$ cat config.mk
export PLATFORM = sky130hd
export DESIGN_NAME = id_ctrl_sequencer
export DESIGN_NICKNAME = d
export VERILOG_FILES = /design/src/rtl/id_ctrl_sequencer.sv
export SDC_FILE = /design/constraint.sdc
export NUM_CORES = 1
export LEC_CHECK = 0
export ABC_AREA = 1
export CAP_MARGIN = 0
export CORE_MARGIN = 1
export CORE_UTILIZATION = 42
export DETAILED_ROUTE_END_ITERATION = 8
export PLACE_DENSITY = 0.75
export SKIP_LAST_GASP = 1
export SYNTH_ARGS = -nofsm -noshare
export SYNTH_HDL_FRONTEND = slang
export SYNTH_SLANG_ARGS = --single-unit
$ cat constraint.sdc
create_clock -name clk -period 1.2 [get_ports clk]
set_input_delay 0.24 -clock clk [delete_from_list [all_inputs] [get_ports clk]]
set_output_delay 0.24 -clock clk [all_outputs]
set_load 0.01 [all_outputs]
$ cat src/rtl/id_ctrl_sequencer.sv
// Registered ID/EX control decode with MDU busy sequencing and a HALT drain FSM.
// Build option: define ID_CTRL_MDU_EN to enable MULT/DIV/MFHI/MFLO decode and MDU stalls.
module id_ctrl_sequencer #(
  parameter int unsigned MUL_LAT      = 4,
  parameter int unsigned DIV_LAT      = 32,
  parameter int unsigned DRAIN_CYCLES = 3,
  parameter int unsigned CNT_W        = 6
) (
  input  logic       clk,
  input  logic       rst_n,
  input  logic       i_valid,
  input  logic [5:0] i_op,
  input  logic [5:0] i_funct,
  input  logic       i_eq,
  input  logic       i_gtz,
  input  logic       i_ltz,
  input  logic       i_ltez,
  input  logic       i_stall_ext,
  input  logic       i_flush,
  input  logic       i_resume,
  output logic       o_regwrite,
  output logic       o_memwrite,
  output logic       o_alusrc,
  output logic       o_sign_sel,
  output logic [1:0] o_memtoreg,
  output logic [1:0] o_regdst,
  output logic [1:0] o_ram_sel,
  output logic [2:0] o_alu_op,
  output logic [2:0] o_mem_sel,
  output logic       o_pcsrc,
  output logic [1:0] o_pcsel,
  output logic       o_mdu_start,
  output logic [1:0] o_mdu_op,
  output logic       o_stall_d,
  output logic       o_pc_load,
  output logic       o_halted,
  output logic       o_illegal
);

  if ((2 ** CNT_W) <= DIV_LAT || (2 ** CNT_W) <= MUL_LAT ||
      (2 ** CNT_W) <= DRAIN_CYCLES) begin : g_bad_cnt_w
    $error("CNT_W too narrow for the configured latencies");
  end

  localparam logic [5:0] OpRtype  = 6'b000000;
  localparam logic [5:0] OpRegimm = 6'b000001;
  localparam logic [5:0] OpJ      = 6'b000010;
  localparam logic [5:0] OpJal    = 6'b000011;
  localparam logic [5:0] OpBeq    = 6'b000100;
  localparam logic [5:0] OpBne    = 6'b000101;
  localparam logic [5:0] OpBlez   = 6'b000110;
  localparam logic [5:0] OpBgtz   = 6'b000111;
  localparam logic [5:0] OpAddi   = 6'b001000;
  localparam logic [5:0] OpAddiu  = 6'b001001;
  localparam logic [5:0] OpSlti   = 6'b001010;
  localparam logic [5:0] OpSltiu  = 6'b001011;
  localparam logic [5:0] OpAndi   = 6'b001100;
  localparam logic [5:0] OpOri    = 6'b001101;
  localparam logic [5:0] OpXori   = 6'b001110;
  localparam logic [5:0] OpLb     = 6'b100000;
  localparam logic [5:0] OpLh     = 6'b100001;
  localparam logic [5:0] OpLw     = 6'b100011;
  localparam logic [5:0] OpLbu    = 6'b100100;
  localparam logic [5:0] OpLhu    = 6'b100101;
  localparam logic [5:0] OpSb     = 6'b101000;
  localparam logic [5:0] OpSh     = 6'b101001;
  localparam logic [5:0] OpSw     = 6'b101011;
  localparam logic [5:0] OpHalt   = 6'b111111;

  localparam logic [5:0] FnJr     = 6'b001000;
  localparam logic [5:0] FnJalr   = 6'b001001;
`ifdef ID_CTRL_MDU_EN
  localparam logic [5:0] FnMfhi   = 6'b010000;
  localparam logic [5:0] FnMflo   = 6'b010010;
  localparam logic [5:0] FnMult   = 6'b011000;
  localparam logic [5:0] FnMultu  = 6'b011001;
  localparam logic [5:0] FnDiv    = 6'b011010;
  localparam logic [5:0] FnDivu   = 6'b011011;
`endif

  typedef struct packed {
    logic       regwrite;
    logic       memwrite;
    logic       alusrc;
    logic       sign_sel;
    logic [1:0] memtoreg;
    logic [1:0] regdst;
    logic [1:0] ram_sel;
    logic [2:0] alu_op;
    logic [2:0] mem_sel;
  } ctrl_t;

  typedef enum logic [1:0] {StRun, StDrain, StHalted} state_e;

  state_e           state_q, state_d;
  ctrl_t            dec_ctrl, ctrl_q, ctrl_d;
  logic [1:0]       dec_pcsel;
  logic             dec_br, dec_halt, dec_illegal;
  logic             run, busy, stall_d, issue, halt_issue;
  logic             illegal_q, illegal_d, halted_q;
  logic [CNT_W-1:0] drain_cnt_q, drain_cnt_d;
`ifdef ID_CTRL_MDU_EN
  logic             dec_mdu, dec_mdu_dep, mdu_issue;
  logic             mdu_start_q, mdu_start_d;
  logic [1:0]       mdu_op_q, mdu_op_d;
  logic [CNT_W-1:0] busy_cnt_q, busy_cnt_d;
`endif

  // Instruction decode; an undefined encoding leaves the word as a bubble.
  always_comb begin
    dec_ctrl    = '0;
    dec_pcsel   = 2'b00;
    dec_br      = 1'b0;
    dec_halt    = 1'b0;
    dec_illegal = 1'b0;
`ifdef ID_CTRL_MDU_EN
    dec_mdu     = 1'b0;
    dec_mdu_dep = 1'b0;
`endif
    case (i_op)
      OpRtype: begin
        case (i_funct)
          6'b000000, 6'b000010, 6'b000011, 6'b000100, 6'b000110, 6'b000111,
          6'b100000, 6'b100001, 6'b100010, 6'b100011, 6'b100100, 6'b100101,
          6'b100110, 6'b100111, 6'b101010, 6'b101011: begin
            dec_ctrl.regwrite = 1'b1;
            dec_ctrl.regdst   = 2'b01;
            dec_ctrl.alu_op   = 3'b010;
          end
          FnJr: dec_pcsel = 2'b01;
          FnJalr: begin
            dec_ctrl.regwrite = 1'b1;
            dec_ctrl.regdst   = 2'b10;
            dec_ctrl.memtoreg = 2'b10;
            dec_pcsel         = 2'b01;
          end
`ifdef ID_CTRL_MDU_EN
          FnMfhi, FnMflo: begin
            dec_ctrl.regwrite = 1'b1;
            dec_ctrl.regdst   = 2'b01;
            dec_ctrl.alu_op   = 3'b010;
            dec_mdu_dep       = 1'b1;
          end
          FnMult, FnMultu, FnDiv, FnDivu: begin
            dec_mdu     = 1'b1;
            dec_mdu_dep = 1'b1;
          end
`endif
          default: dec_illegal = 1'b1;
        endcase
      end
      OpLw, OpLh, OpLhu, OpLb, OpLbu: begin
        dec_ctrl.regwrite = 1'b1;
        dec_ctrl.alusrc   = 1'b1;
        dec_ctrl.memtoreg = 2'b01;
        case (i_op)
          OpLh:    dec_ctrl.mem_sel = 3'd1;
          OpLhu:   dec_ctrl.mem_sel = 3'd2;
          OpLb:    dec_ctrl.mem_sel = 3'd3;
          OpLbu:   dec_ctrl.mem_sel = 3'd4;
          default: dec_ctrl.mem_sel = 3'd0;
        endcase
      end
      OpSw, OpSh, OpSb: begin
        dec_ctrl.memwrite = 1'b1;
        dec_ctrl.alusrc   = 1'b1;
        case (i_op)
          OpSh:    dec_ctrl.ram_sel = 2'd1;
          OpSb:    dec_ctrl.ram_sel = 2'd2;
          default: dec_ctrl.ram_sel = 2'd0;
        endcase
      end
      OpBeq:    dec_br = i_eq;
      OpBne:    dec_br = ~i_eq;
      OpBlez:   dec_br = i_ltez;
      OpBgtz:   dec_br = i_gtz;
      OpRegimm: dec_br = i_ltz;
      OpAddi, OpAddiu, OpSlti, OpSltiu, OpAndi, OpOri, OpXori: begin
        dec_ctrl.regwrite = 1'b1;
        dec_ctrl.alusrc   = 1'b1;
        dec_ctrl.sign_sel = (i_op == OpAddiu) || (i_op == OpSltiu);
        case (i_op)
          OpAndi:          dec_ctrl.alu_op = 3'b100;
          OpOri:           dec_ctrl.alu_op = 3'b101;
          OpXori:          dec_ctrl.alu_op = 3'b110;
          OpSlti, OpSltiu: dec_ctrl.alu_op = 3'b011;
          default:         dec_ctrl.alu_op = 3'b000;
        endcase
      end
      OpJ: dec_pcsel = 2'b10;
      OpJal: begin
        dec_ctrl.regwrite = 1'b1;
        dec_ctrl.regdst   = 2'b10;
        dec_ctrl.memtoreg = 2'b10;
        dec_pcsel         = 2'b10;
      end
      OpHalt:  dec_halt = 1'b1;
      default: dec_illegal = 1'b1;
    endcase
  end

`ifdef ID_CTRL_MDU_EN
  assign busy    = (busy_cnt_q != '0);
  assign stall_d = i_valid & busy & dec_mdu_dep;
`else
  assign busy    = 1'b0;
  assign stall_d = 1'b0;
`endif

  assign run        = (state_q == StRun);
  assign issue      = i_valid & run & ~stall_d & ~i_flush & ~i_stall_ext;
  assign halt_issue = issue & dec_halt;

  // ID/EX register: flush beats hold beats bubble beats the decoded word.
  always_comb begin
    ctrl_d = ctrl_q;
    if (i_flush) begin
      ctrl_d = '0;
    end else if (i_stall_ext) begin
      ctrl_d = ctrl_q;
    end else if (stall_d || !run || !i_valid) begin
      ctrl_d = '0;
    end else begin
      ctrl_d = dec_ctrl;
    end
  end

  assign illegal_d = issue & dec_illegal;

  always_comb begin
    drain_cnt_d = drain_cnt_q;
    if (halt_issue) begin
      drain_cnt_d = CNT_W'(DRAIN_CYCLES);
    end else if (state_q == StDrain) begin
      if (i_flush || drain_cnt_q == '0) begin
        drain_cnt_d = '0;
      end else begin
        drain_cnt_d = drain_cnt_q - CNT_W'(1);
      end
    end
  end

  always_ff @(posedge clk) begin
    if (!rst_n) begin
      ctrl_q      <= '0;
      illegal_q   <= 1'b0;
      drain_cnt_q <= '0;
      halted_q    <= 1'b0;
    end else begin
      ctrl_q      <= ctrl_d;
      illegal_q   <= illegal_d;
      drain_cnt_q <= drain_cnt_d;
      halted_q    <= (state_d == StHalted);
    end
  end

`ifdef ID_CTRL_MDU_EN
  assign mdu_issue   = issue & dec_mdu;
  assign mdu_start_d = mdu_issue;
  assign mdu_op_d    = mdu_issue ? i_funct[1:0] : mdu_op_q;

  always_comb begin
    busy_cnt_d = busy_cnt_q;
    if (mdu_issue) begin
      busy_cnt_d = i_funct[1] ? CNT_W'(DIV_LAT) : CNT_W'(MUL_LAT);
    end else if (busy_cnt_q != '0) begin
      busy_cnt_d = busy_cnt_q - CNT_W'(1);
    end
  end

  always_ff @(posedge clk) begin
    if (!rst_n) begin
      mdu_start_q <= 1'b0;
      mdu_op_q    <= 2'b00;
      busy_cnt_q  <= '0;
    end else begin
      mdu_start_q <= mdu_start_d;
      mdu_op_q    <= mdu_op_d;
      busy_cnt_q  <= busy_cnt_d;
    end
  end

  assign o_mdu_start = mdu_start_q;
  assign o_mdu_op    = mdu_op_q;
`else
  assign o_mdu_start = 1'b0;
  assign o_mdu_op    = 2'b00;
`endif

  // FSM: state register
  always_ff @(posedge clk) begin
    if (!rst_n) begin
      state_q <= StRun;
    end else begin
      state_q <= state_d;
    end
  end

  // FSM: next state; DRAIN exits once the bubble count is spent and the MDU is idle.
  always_comb begin
    state_d = state_q;
    unique case (state_q)
      StRun: begin
        if (halt_issue) state_d = StDrain;
      end
      StDrain: begin
        if (i_flush) begin
          state_d = StRun;
        end else if (drain_cnt_d == '0 && !busy) begin
          state_d = StHalted;
        end
      end
      StHalted: begin
        if (i_resume) state_d = StRun;
      end
      default: state_d = StRun;
    endcase
  end

  // FSM: outputs
  always_comb begin
    o_pc_load = run & ~stall_d;
    o_pcsrc   = 1'b0;
    o_pcsel   = 2'b00;
    if (i_valid && !stall_d && run) begin
      o_pcsrc = dec_br;
      o_pcsel = dec_pcsel;
    end
  end

  assign o_stall_d  = stall_d;
  assign o_halted   = halted_q;
  assign o_illegal  = illegal_q;
  assign o_regwrite = ctrl_q.regwrite;
  assign o_memwrite = ctrl_q.memwrite;
  assign o_alusrc   = ctrl_q.alusrc;
  assign o_sign_sel = ctrl_q.sign_sel;
  assign o_memtoreg = ctrl_q.memtoreg;
  assign o_regdst   = ctrl_q.regdst;
  assign o_ram_sel  = ctrl_q.ram_sel;
  assign o_alu_op   = ctrl_q.alu_op;
  assign o_mem_sel  = ctrl_q.mem_sel;

endmodule

# Word level (Yosys, flattened, before mapping)
# Cells that the tools add are included.
# word_totals
regBits	26
input_bits	22
output_inout_bits	26
elab_cells	123
# classes
add_sub_neg	1
eq_ne	43
muxes	33
n_bitwise	9
n_reduce_logical	24
# op_table
cell	n
$eq 6x6->1 const B	19
$eq 6x4->1 const B	9
$eq 6x3->1 const B	7
$eq 6x2->1 const B	4
$logic_not 6->1	4
$pmux 3 s4	2
$reduce_or 23->1	1
$mux 6	3
$reduce_or 18->1	1
$reduce_or 17->1	1
$mux 16	1
$mux 2	8
$pmux 2 s2	4
$reduce_or 16->1	1
$reduce_or 15->1	1
$reduce_or 13->1	1
$pmux 2 s3	2
$mux 1	8
$reduce_or 2->1	4
$reduce_or 7->1	1
$eq 6x1->1 const B	1
$pmux 3 s2	1
$sub 6x1->6 const B	1
$and 1x1->1	5
12 further kinds	20

# Logic depth before layout (Yosys ltp)
# depth
word_depth	11
depth_mapped	12
depth_no_buf	11

# Least setup slack after synthesis
# Ideal clock, no wire load.
# synth_timing
kind	input-to-output
from	input i_op[5]
to	output o_pcsrc
t_arrival_ps	1244
required_time_ps	960
slack_ps	-284
path_stages	7
n_path_buf	0
path_cell_list	nor2_1 > inv_1 > nor3_1 > nand3_1 > nand3_1 > a31oi_1 > nor3_1
# synth_via
elab_chain_len	3
word_cells_on_any_way	7
classes_between	eq/ne: 5; mux: 2
# synth_lines
element	line	source
from (decl)	12	input logic [5:0] i_op,
$eq 6x1->1 or $eq 6x3->1 (tied branches)	120	case (i_op)
$pmux 1 s5 *	120	
$mux 1 *	325	if (i_valid && !stall_d && run) begin
to (decl)	30	output logic o_pcsrc,
# Mark *: on every way between the ends. The rest lies on a longest branch, timed or not.

# Final worst setup path
# layout_timing
from	register state_q[0]
to	register halted_q (netlist: o_halted)
# layout_via
elab_chain_len	11
word_cells_on_any_way	16
classes_between	eq/ne: 3; mux: 7; bitwise: 4; reduce/logical: 2
# layout_lines
element	line	source
from (decl)	95	state_e state_q, state_d;
from (signal assigned)	293	state_q <= StRun;
from (signal assigned)	295	state_q <= state_d;
$logic_not 2->1	210, 302	
$and 1x1->1 (3 in a row)	211	assign issue = i_valid & run & ~stall_d & ~i_flush & ~i_stall_ext;
$and 1x1->1	212	assign halt_issue = issue & dec_halt;
$mux 6	232	if (halt_issue) begin
$logic_not 6->1	309	end else if (drain_cnt_d == '0 && !busy) begin
$mux 2	309	
$mux 2	307	if (i_flush) begin
$pmux 2 s3 *	302	unique case (state_q)
$eq 2x2->1 *	253	halted_q <= (state_d == StHalted);
to (signal assigned)	253	
to (decl)	100	logic illegal_q, illegal_d, halted_q;
# Marked as above.
# A chain may end at the register's enable or synchronous reset.

==> results.md <==
- Status: finished with violations
- Failing checks: setup timing
- Number of antenna violations at the first check in global routing: 0
- Post-DP HPWL: 4000 µm
- Total Nets Final: 421
- Crit Path Max Fanout: 6
- Distinct cell type count after synthesis: 29
- Ys async rst share: 0
- PD cells: 591 nW/µm²
- Slowest stage delay, CP: 370 ps
- Setup CP Type: flop to flop
- Final Skew: 1.75 ps
- Fmax: 0.595 GHz
- Final GP Congestion: 0.891
- Slowest-stage cell, CP: dfxtp_2
- Setup WS post-layout: -480 ps
- RSZ-0062 raised after global routing: true
- Post-Place Cells: 416
- Worst slack after detailed placement: -1150 ps
- Remaining global-route overflow: 0
- Required time worst endpoint: 1420 ps
- Pwr Total: 1.94 mW
- Final cell count without fillers: 443
- Worst setup SP type: flop
- Clk sink count: 26
- Core Box Area: 3690 µm²
- Final hold slack: 427 ps
- DIE WIDTH: 64.1 µm
- Vias: 2557
- Crit share post-route: 1.40
- Number of I/O pins: 48
- First-pass GRT wire length: 10800 µm
- Cell Area, Placed: 2730 µm²
- Leak: 1.63 nW
- Post-route antenna net violation count: 0
- # DRC: 0
- CP delay by family, top: simple AND/OR/NAND/NOR gates
- Synth top area cells: dfxtp_1 32%, nand2_1 13%, nand3_1 9.0%
- Clock Latency Late Sink: 280 ps
- Maximum number of pins on one net before global-route repair: 18
- Router iterations before antenna repair: 5
- EDFF count, synth: 0
- Cell row count: 22
- Share of cells above drive strength 1: 0.537
- Area Growth Syn to Fin: 102%
- Post-synth design cell area: 1620 µm²
- CTS tree: built
- Data arrival, critical path: 1900 ps
- GRT Overall Usage: 0.337
- Cell Chain, Critical Path: nor2_4, nand2_4, buf_6, nor2_4, nand2_4, nand2_1, nor2_1, nand2_2, nor2_4, nand3_2, a21oi_2
- Clk root buf: clkbuf_8
- Max-cap violation count: 0
- Post-Route Setup TNS: -7120 ps
- PortBufs: 43
- Die area: 4110 µm²
- Max IR drop VDD: 0.409 mV
- Post-synth top area cell: dfxtp_1
- Pins Over Slew Limit: 0
- Post-synth top flop: dfxtp_1
- H-tree lvl count: 1
- Worst Hold Class: primary input to flop
- Die height: 64.1 µm
- Total CTS buffers: 3
- Sequential area share after synthesis: 0.321
- Yosys synthesis warning count: 0
- DR iter-0 viols: 266
- Initial Utilization: 0.439
- CTS Buffer Depth: 2
- Count of final setup violators: 29
- Yosys reg bits: 26
- Worst reg-to-reg setup slack: -480 ps
- Final Hold Violating Endpoints: 0
- Vias in the first global route: 2322
- Post-synthesis cell count: 252
- Synthesized area per cell: 6.43 µm²
- Routed wire length: 8580 µm
- CP Buf/Inv Count: 1
- Minimum clock period: 1680 ps
- Most used cell, CP: nor2_4
- Hold-fix buffers, CTS: 0
- Final design area excluding fillers: 3280 µm²
- Vias per inst: 5.77
- Routed wire per std cell: 19.4 µm
- Fin util: 0.889
- Crit. End Element: flop
- Diode count: 0
- Share of the synthesized area in the top cell type: 0.321
- Clock transition at path regs: 100 ps
## kinds of logic after synthesis
kind of cell,Yosys count,share of synthesized area
adders and majority gates,2,0.0154
other,1,0.00231
AOI/OAI and AO/OA,32,0.114
DFF,26,0.321
xor gates and xnor gates,1,0.00541
buffers and inverters,43,0.112
and+or+nand+nor,147,0.429
## layer usage
layer	vias to the layer above	GRT usage	part of all wire
met5	-	0	0
met4	0	0.142	0.071
met3	67	0.0643	0.095
met2	210	0.590	0.47
met1	1185	0.400	0.37
li1	1095	-	-
## worst min-delay path, cell delays in order
cell     delay [ps]
buf_6           120
nand2_1         100
buf_4           130
o41ai_4          70
## cells in the mapped netlist (2+ instances only)
cell,instances
nor2_2,8
a31oi_1,2
nor3_1,7
nand3_1,29
o21ai_0,11
ha_1,2
buf_4,5
nand2_1,57
nand4_1,8
dfxtp_1,26
inv_2,4
nor2_1,29
a21oi_1,14
nand2_4,2
inv_1,32
nor2_4,3
## report_power, final
group | internal (mW) | switching (mW)
Sequential | 0.865 | 0.00167
Combinational | 0.261 | 0.284
Clock | 0.226 | 0.300
## cells in the final DEF, fill, tap and decap left out, drive strengths merged, types with 9 or more instances in the layout
cell type / count
buf: 111
nand2: 60
nor2: 40
inv: 36
nand3: 30
dfxtp: 26
dlygate4sd2: 23
a21oi: 14
o21ai: 11
clkdlybuf4s50: 9
## sequential cells by signal, indices dropped and copies added, names as in the netlist
name	count
o_alusrc	1
o_memtoreg	2
o_illegal	1
o_regwrite	1
o_mem_sel	3
o_halted	1
o_alu_op	3
state_q	2
o_regdst	2
o_memwrite	1
o_sign_sel	1
o_ram_sel	2
drain_cnt_q	6
## final timing paths
path / cells after the start / endpoint / startpoint
worst max-delay path: 11 / o_halted / state_q[0]
worst min-delay path: 4 / o_ram_sel[0] / i_op[3]
worst max register to register: 11 / o_halted / state_q[0]
worst min register to register: 2 / o_regdst[0] / o_regdst[0]
## area by class of cell
class | instances | area [µm²]
multi-input combinational | 186 | 1270
timing repair buffer | 144 | 1250
sequential | 26 | 526
fill | 183 | 409
inverter | 36 | 138
tap | 48 | 60.1
clock buffer | 3 | 41.3
## repair_timing
action                     4_1_cts  5_1_grt
setup buffers                   20       12
gates resized for setup        119       67
setup endpoints to repair       48       30
pin swaps                       33       31
Power figures use the tool's default switching activity.
